File: src/rtl/ram_fifo_ctrl.sv
// Circular-queue controller that runs one external 1R1W RAM (async read, sync write) as a FIFO.
// Holds the head/tail pointers, occupancy count and EMPTY/PARTIAL/FULL state; the storage lives outside.
module ram_fifo_ctrl #(
    parameter int DEPTH     = 64,
    parameter int INDEX     = 6,
    parameter int WIDTH     = 32,
    parameter int AF_THRESH = 4
) (
    input  logic             clk,
    input  logic             reset,
    input  logic             flush_i,
    input  logic             push_i,
    input  logic [WIDTH-1:0] push_data_i,
    output logic             push_ready_o,
    input  logic             pop_i,
    output logic             pop_valid_o,
    output logic [WIDTH-1:0] pop_data_o,
    output logic [INDEX:0]   count_o,
    output logic             almost_full_o,
    output logic [INDEX-1:0] ram_addr0_o,
    input  logic [WIDTH-1:0] ram_data0_i,
    output logic             ram_we_o,
    output logic [INDEX-1:0] ram_addrWr_o,
    output logic [WIDTH-1:0] ram_data_o
);

    typedef enum logic [1:0] {EMPTY, PARTIAL, FULL} state_e;

    localparam logic [INDEX:0] DEPTH_C = (INDEX+1)'(DEPTH);
    localparam logic [INDEX:0] AF_C    = (INDEX+1)'(AF_THRESH);

    state_e           state_q, state_d;
    logic [INDEX-1:0] head_q, head_d;
    logic [INDEX-1:0] tail_q, tail_d;
    logic [INDEX:0]   count_q, count_d;
    logic             push_fire;
    logic             pop_fire;

    // A pop while FULL frees the head slot in the same cycle, so a push may reuse it.
    assign push_ready_o  = (state_q != FULL) | pop_i;
    assign pop_valid_o   = (state_q != EMPTY);
    assign push_fire     = push_i & push_ready_o & ~flush_i & ~reset;
    assign pop_fire      = pop_i & pop_valid_o & ~flush_i;

    assign pop_data_o    = ram_data0_i;
    assign count_o       = count_q;
    assign almost_full_o = (DEPTH_C - count_q) <= AF_C;
    assign ram_addr0_o   = head_q;
    assign ram_we_o      = push_fire;
    assign ram_addrWr_o  = tail_q;
    assign ram_data_o    = push_data_i;

    always_comb begin
        head_d  = head_q;
        tail_d  = tail_q;
        count_d = count_q;
        state_d = state_q;
        if (push_fire) tail_d = tail_q + INDEX'(1);
        if (pop_fire)  head_d = head_q + INDEX'(1);
        if (push_fire && !pop_fire)      count_d = count_q + (INDEX+1)'(1);
        else if (pop_fire && !push_fire) count_d = count_q - (INDEX+1)'(1);
        if (count_d == '0)          state_d = EMPTY;
        else if (count_d == DEPTH_C) state_d = FULL;
        else                         state_d = PARTIAL;
        // Flush outranks any push/pop issued in the same cycle.
        if (flush_i) begin
            head_d  = '0;
            tail_d  = '0;
            count_d = '0;
            state_d = EMPTY;
        end
    end

    always_ff @(posedge clk) begin
        if (reset) begin
            head_q  <= '0;
            tail_q  <= '0;
            count_q <= '0;
            state_q <= EMPTY;
        end else begin
            head_q  <= head_d;
            tail_q  <= tail_d;
            count_q <= count_d;
            state_q <= state_d;
        end
    end

endmodule

File: config.mk
export PLATFORM = sky130hd
export DESIGN_NAME = ram_fifo_ctrl
export DESIGN_NICKNAME = d
export VERILOG_FILES = /design/src/rtl/ram_fifo_ctrl.sv
export SDC_FILE = /design/constraint.sdc
export NUM_CORES = 1
export LEC_CHECK = 0
export CAP_MARGIN = 20
export CORE_ASPECT_RATIO = 1.1
export CORE_UTILIZATION = 30
export DETAILED_ROUTE_END_ITERATION = 8
export MAX_ROUTING_LAYER = met4
export PLACE_DENSITY = 0.81
export RECOVER_POWER = 50
export SLEW_MARGIN = 20
export SYNTH_ARGS = -nofsm -noshare
export SYNTH_HDL_FRONTEND = slang
export SYNTH_SLANG_ARGS = --single-unit
File: constraint.sdc
create_clock -name clk -period 2.05 [get_ports clk]
set_input_delay 0.41 -clock clk [delete_from_list [all_inputs] [get_ports clk]]
set_output_delay 0.41 -clock clk [all_outputs]
set_load 0.1 [all_outputs]
; After elaboration in Yosys (flattened, before gate mapping)
; Cells that the tools add are included.
[op_classes]
addsub = 5
multipliers = 0
div_mod_pow = 0
order_cmp = 1
eq_ne = 2
shift = 0
muxes = 3
bitwise = 8
n_reduce_logical = 8
[op_table]
columns = op, count
row1 = 2-to-1 mux 7 bit, 2
row2 = adder 6 x 1 -> 6 bit (second input constant), 2
row3 = adder 7 x 1 -> 7 bit (second input constant), 1
row4 = == test 7 bit (second input constant), 1
row5 = <= comparator 7 x 3 -> 1 bit (second input constant), 1
row6 = zero test 7 bit, 1
row7 = subtractor 7 x 1 -> 7 bit (second input constant), 1
row8 = subtractor 7 bit (first input constant), 1
row9 = bitwise AND 1 bit, 5
row10 = OR reduction 3 bit, 1
row11 = logical AND 1 bit, 2
row12 = zero test 1 bit, 2
row13 = 2-to-1 mux 2 bit, 1
row14 = inequality test 2 bit (second input constant), 1
row15 = inverter 1 bit, 2
row16 = nonzero test 2 bit, 1
row17 = OR reduction 2 bit, 1
row18 = bitwise OR 1 bit, 1
[word_totals]
ff_bits = 21
latch_bits = 0
mem_bits_rw = 0
romBits = 0
output_inout_bits = 87
mem_count = 0

; Depth between registers and ports, before layout
[depth]
ltp_word = 11
depth_mapped = 7
mapped_depth_nobuf = 7

; Worst setup path after synthesis
; No wires, ideal clock.
[synth_path]
path_kind = register to output
start = register count_q[0] (netlist: count_o[0])
end = output almost_full_o
arrival_ns = 3.255
t_required_ns = 1.640
slack_ns = -1.615
path_stages_with_launch = 7
n_path_buf = 0
cell_sequence = dfxtp_1 inv_1 ha_1 nand3b_1 mux2_1 a21oi_1 o22ai_1
[synth_via]
elab_chain_len = 2
[synth_rtl]
columns = element, line
row1 = "start, declared", 35  ; logic [INDEX:0] count_q, count_d;
row2 = "start signal, assigned", 83  ; count_q <= count_d;
row3 = subtractor 7 bit, 47  ; assign almost_full_o = (DEPTH_C - count_q) <= AF_C;
row4 = <= comparator 7 x 3 -> 1 bit, 47
row5 = "end, declared", 19  ; output logic almost_full_o,
; Every way passes these cells.

; Worst setup path after layout
[layout_path]
start = register count_q[3] (netlist: count_o[3])
end = output almost_full_o
; The elaborated chain is that of the path after synthesis.

==> impl_metrics.csv <==
group,metric,value,unit
run_status,outcome,"finished with violations",
run_status,violations,"setup timing",
worst_hold_path,whs_path_depth,2,
worst_setup_path,required,1.64,ns
layout,finalNetCount,247,
worst_setup_path,worst_path_max_delay_cell,"dfxtp_4",
timing,holdWs,0.502,ns
power,p_seq_frac,0.489,
worst_setup_path,timing.rr.end,"state_q[1]",
run,maxCapViolations,0,
routing,drc,0,
synthesis,synth-adder-area-share,0.0308,
clock_tree,cts.clk_slew.worst_paths,0.08,ns
power,p_switching,0.235,mW
grt,grt_max_degree,14,
timing,min_period,2.08,ns
floorplanning,fp-row-count,27,
routing,dr_total_vias,1083,
grt,grt_pass1_vias,1048,
timing,clock.fmax,480,MHz
worst_setup_path,path_delay_family,"flip-flops",
clock_tree,cts.hold.buffers_added,0,
synthesis,synth_area,1630,um^2
routing,postRouteAntennaNets,0,
layout,n_antenna_cell,0,
grt,grt_pass1_wl,5110,um
clock_tree,cts.sinks,21,
clock_tree,cts_root_buffer,"clkbuf_8",
floorplanning,die_h,79.2,um
synthesis,ys_seq_elements,21,
timing,finClkSkew,0.00610,ns
floorplanning,coreArea,5100,um^2
synthesis,syn_nets,260,
timing,setup_slack,-0.0336,ns
clock_tree,cts_buffers,3,
synthesis,synth_top_family_by_area,"buffers and inverters",
timing,grt_setup_unrepaired,"yes",
worst_setup_path,cp_num_cells,6,
timing,slew_viol_final,0,
synthesis,synth-compound-area-share,0.0701,
worst_setup_path,path_cells,"nor3_4 -> nand3b_1 -> mux2_4 -> a21oi_4 -> o22ai_4 -> buf_12",
power,power.internal,0.607,mW
placement,portBuffers,27,
timing,setup_viol,1,
timing,finalCritPeriodShare,1.02,
clock_tree,clockBufferDepth,2,
placement,preCtsSetupSlack,-0.231,ns
synthesis,yosys_warnings,0,
synthesis,ys.flop_type,"dfxtp_1",
routing,wire_per_inst,13.0,um
synthesis,seq_area_frac_synth,0.259,
synthesis,synth-edff-count,0,
grt,grt-ovfl-total,0,
clock_tree,cts_tree,"yes",
floorplanning,dieWidth,72.2,um
synthesis,synth_xor_xnor_area_share,0.0962,
timing,slew-limit-headroom,0.765,
worst_setup_path,r2r_cells,8,
placement,place_congestion,0.843,
synthesis,synth_mux_area_frac,0.0254,
routing,drtIter0Drc,52,
synthesis,synth.avg_cell_area,8.69,um^2
worst_hold_path,hold-path-endpoint,"ram_addrWr_o[1]",
power,switching_share,0.280,
synthesis,synth-async-reset-ratio,0,
power,pwr-share-clk,0.331,
clock_tree,clkLatencyLatePin,0.26,ns
routing,first_pass_iters,4,
power,combPwrFrac,0.180,
layout,fillCellCount,527,
worst_hold_path,min_from,"ram_addrWr_o[1]",
synthesis,ys_types,44,
layout,area_growth,10.0,%
worst_setup_path,cpPeakStageDelay,0.36,ns
synthesis,synth-simple-area-share,0.206,
timing,final_hold_viol_count,0,
layout,final_common_cell,"buf_4",
routing,avgViaCountPerCell,4.42,
clock_tree,htreeDepth,1,
worst_setup_path,crit_type,"flip-flop to output pin",
timing,worstMarginPinSlew,0.349,ns
worst_setup_path,cp-end-kind,"output pin",
floorplanning,io_pins,156,
grt,grt_util_all_layers,0.120,
worst_setup_path,cp-start-kind,"flip-flop",
grt,antenna_found_initial,0,
synthesis,syn_inst,187,
placement,dp_hpwl,2410,um
worst_setup_path,cp.arrival,1.67,ns
layout,mostFrequentLayoutCells,"41 x buf_4, 20 x nor2_1, 14 x dfxtp_1, 8 x xor2_1, 8 x xnor2_1",
floorplanning,initial_core_util,0.319,
worst_setup_path,r2r_start,"count_o[0]",
power,leakage,0.744,nW
worst_setup_path,critPathMaxFanout,2,
power,ir_drop,427,uV
worst_setup_path,ff2ff_setup_slack,0.19,ns
layout,drive_above_1_share,0.457,
worst_setup_path,cp_num_buf_inv,1,
power,pwr_density_cell,471,nW/um^2
routing,routed_wl,3200,um
floorplanning,dieArea,5720,um^2
worst_hold_path,hold_path.class,"flip-flop to flip-flop",
## worst register-to-register path: stages (launching register included)
cell,delay [ns]
dfxtp_4,0.36
buf_4,0.15
ha_1,0.24
and3_1,0.19
and3_1,0.17
a31oi_1,0.24
xnor2_1,0.17
nor2_1,0.08
and3_1,0.17
## cells by family (layout without fill, tap and decap cells)
logic type / count (synthesis) / in the layout
multiplexers: 4 / 4
adder cells (fa/ha/maj): 4 / 4
buffers and inverters: 71 / 57
AO/OA/AOI/OAI: 13 / 13
flip-flops: 21 / 21
XOR/XNOR: 17 / 17
AND/OR/NAND/NOR: 57 / 57
## cell type report
type | instances | area, um^2 | area share
Multi-Input combinational cell | 95 | 759 | 0.425
Sequential cell | 21 | 442 | 0.247
Timing Repair Buffer | 49 | 432 | 0.241
Tap cell | 72 | 90.1 | 0.0504
Clock buffer | 3 | 41.3 | 0.0231
Inverter | 4 | 17.5 | 0.00980
Clock inverter | 1 | 6.26 | 0.00350
## power groups by stage
stage	combinational [mW]	sequential, mW	clock (mW)
5_1_grt	0.160	0.413	0.306
3_3_place_gp	0.142	0.422	0
2_1_floorplan	0.658	0.442	0
4_1_cts	0.149	0.412	0.291
6_report	0.151	0.412	0.279
3_5_place_dp	0.143	0.422	0
## cell usage after synthesis, drive strengths merged (2+ instances only)
master  count  area [um^2]
mux2i       3         30.0
xor2        8         70.1
inv         4         15.0
clkbuf      2         8.75
nor2       21         81.3
buf        65          485
and4        4         37.5
and3        3         18.8
a31oi       3         18.8
and2        5         31.3
nand3       4         25.0
nor2b       2         15.0
or2         2         12.5
nand2       6         22.5
ha          4         50.1
xnor2       9         86.3
a21oi       2         10.0
o21ai       2         13.8
nor3        2         15.0
nand4       2         12.5
dfxtp      21          420
## worst max-delay path by stage
stage | start | to | slack (ns)
global route | count_o[3] | almost_full_o | -0.12
global placement | reset | state_q[1] | -0.17
detailed placement | flush_i | state_q[1] | -0.23
CTS | count_o[2] | almost_full_o | -0.03
floorplan | count_o[1] | almost_full_o | -0.18
finish | count_o[3] | almost_full_o | -0.03
## flip-flops by register name, summed over array words and instances (netlist names)
name and count:
state_q 2, count_o 7, ram_addr0_o 6, ram_addrWr_o 6
## repair_timing
| item | CTS | global route |
|---|---|---|
| setup buffers | 6 | 1 |
| cloned | 0 | 0 |
| setup endpoints to repair | 2 | 4 |
| resized for setup | 6 | 3 |
| pin swaps | 6 | 3 |
## per-layer routing
metal / GRT usage / up-vias / part of all wire
met5: - / - / 0
met4: 0.0647 / 0 / 0.037
met3: 0.0368 / 18 / 0.081
met2: 0.189 / 60 / 0.45
met1: 0.137 / 480 / 0.43
li1: - / 525 / -
## through the flow
step / utilization / TNS (ns) / power, mW / std cells / instance area, um^2
after floorplan: - / -0.178 / 1.10 / 187 / 1690
after global placement: 0.325 / -0.729 / 0.564 / 234 / 1660
after detailed placement: 0.325 / -0.797 / 0.565 / 234 / 1660
after CTS: 0.347 / -0.0342 / 0.852 / 244 / 1770
after global routing: 0.351 / -0.118 / 0.879 / 245 / 1790
final: 0.351 / -0.0336 / 0.842 / 245 / 1790
Power figures use the tool's default switching activity.
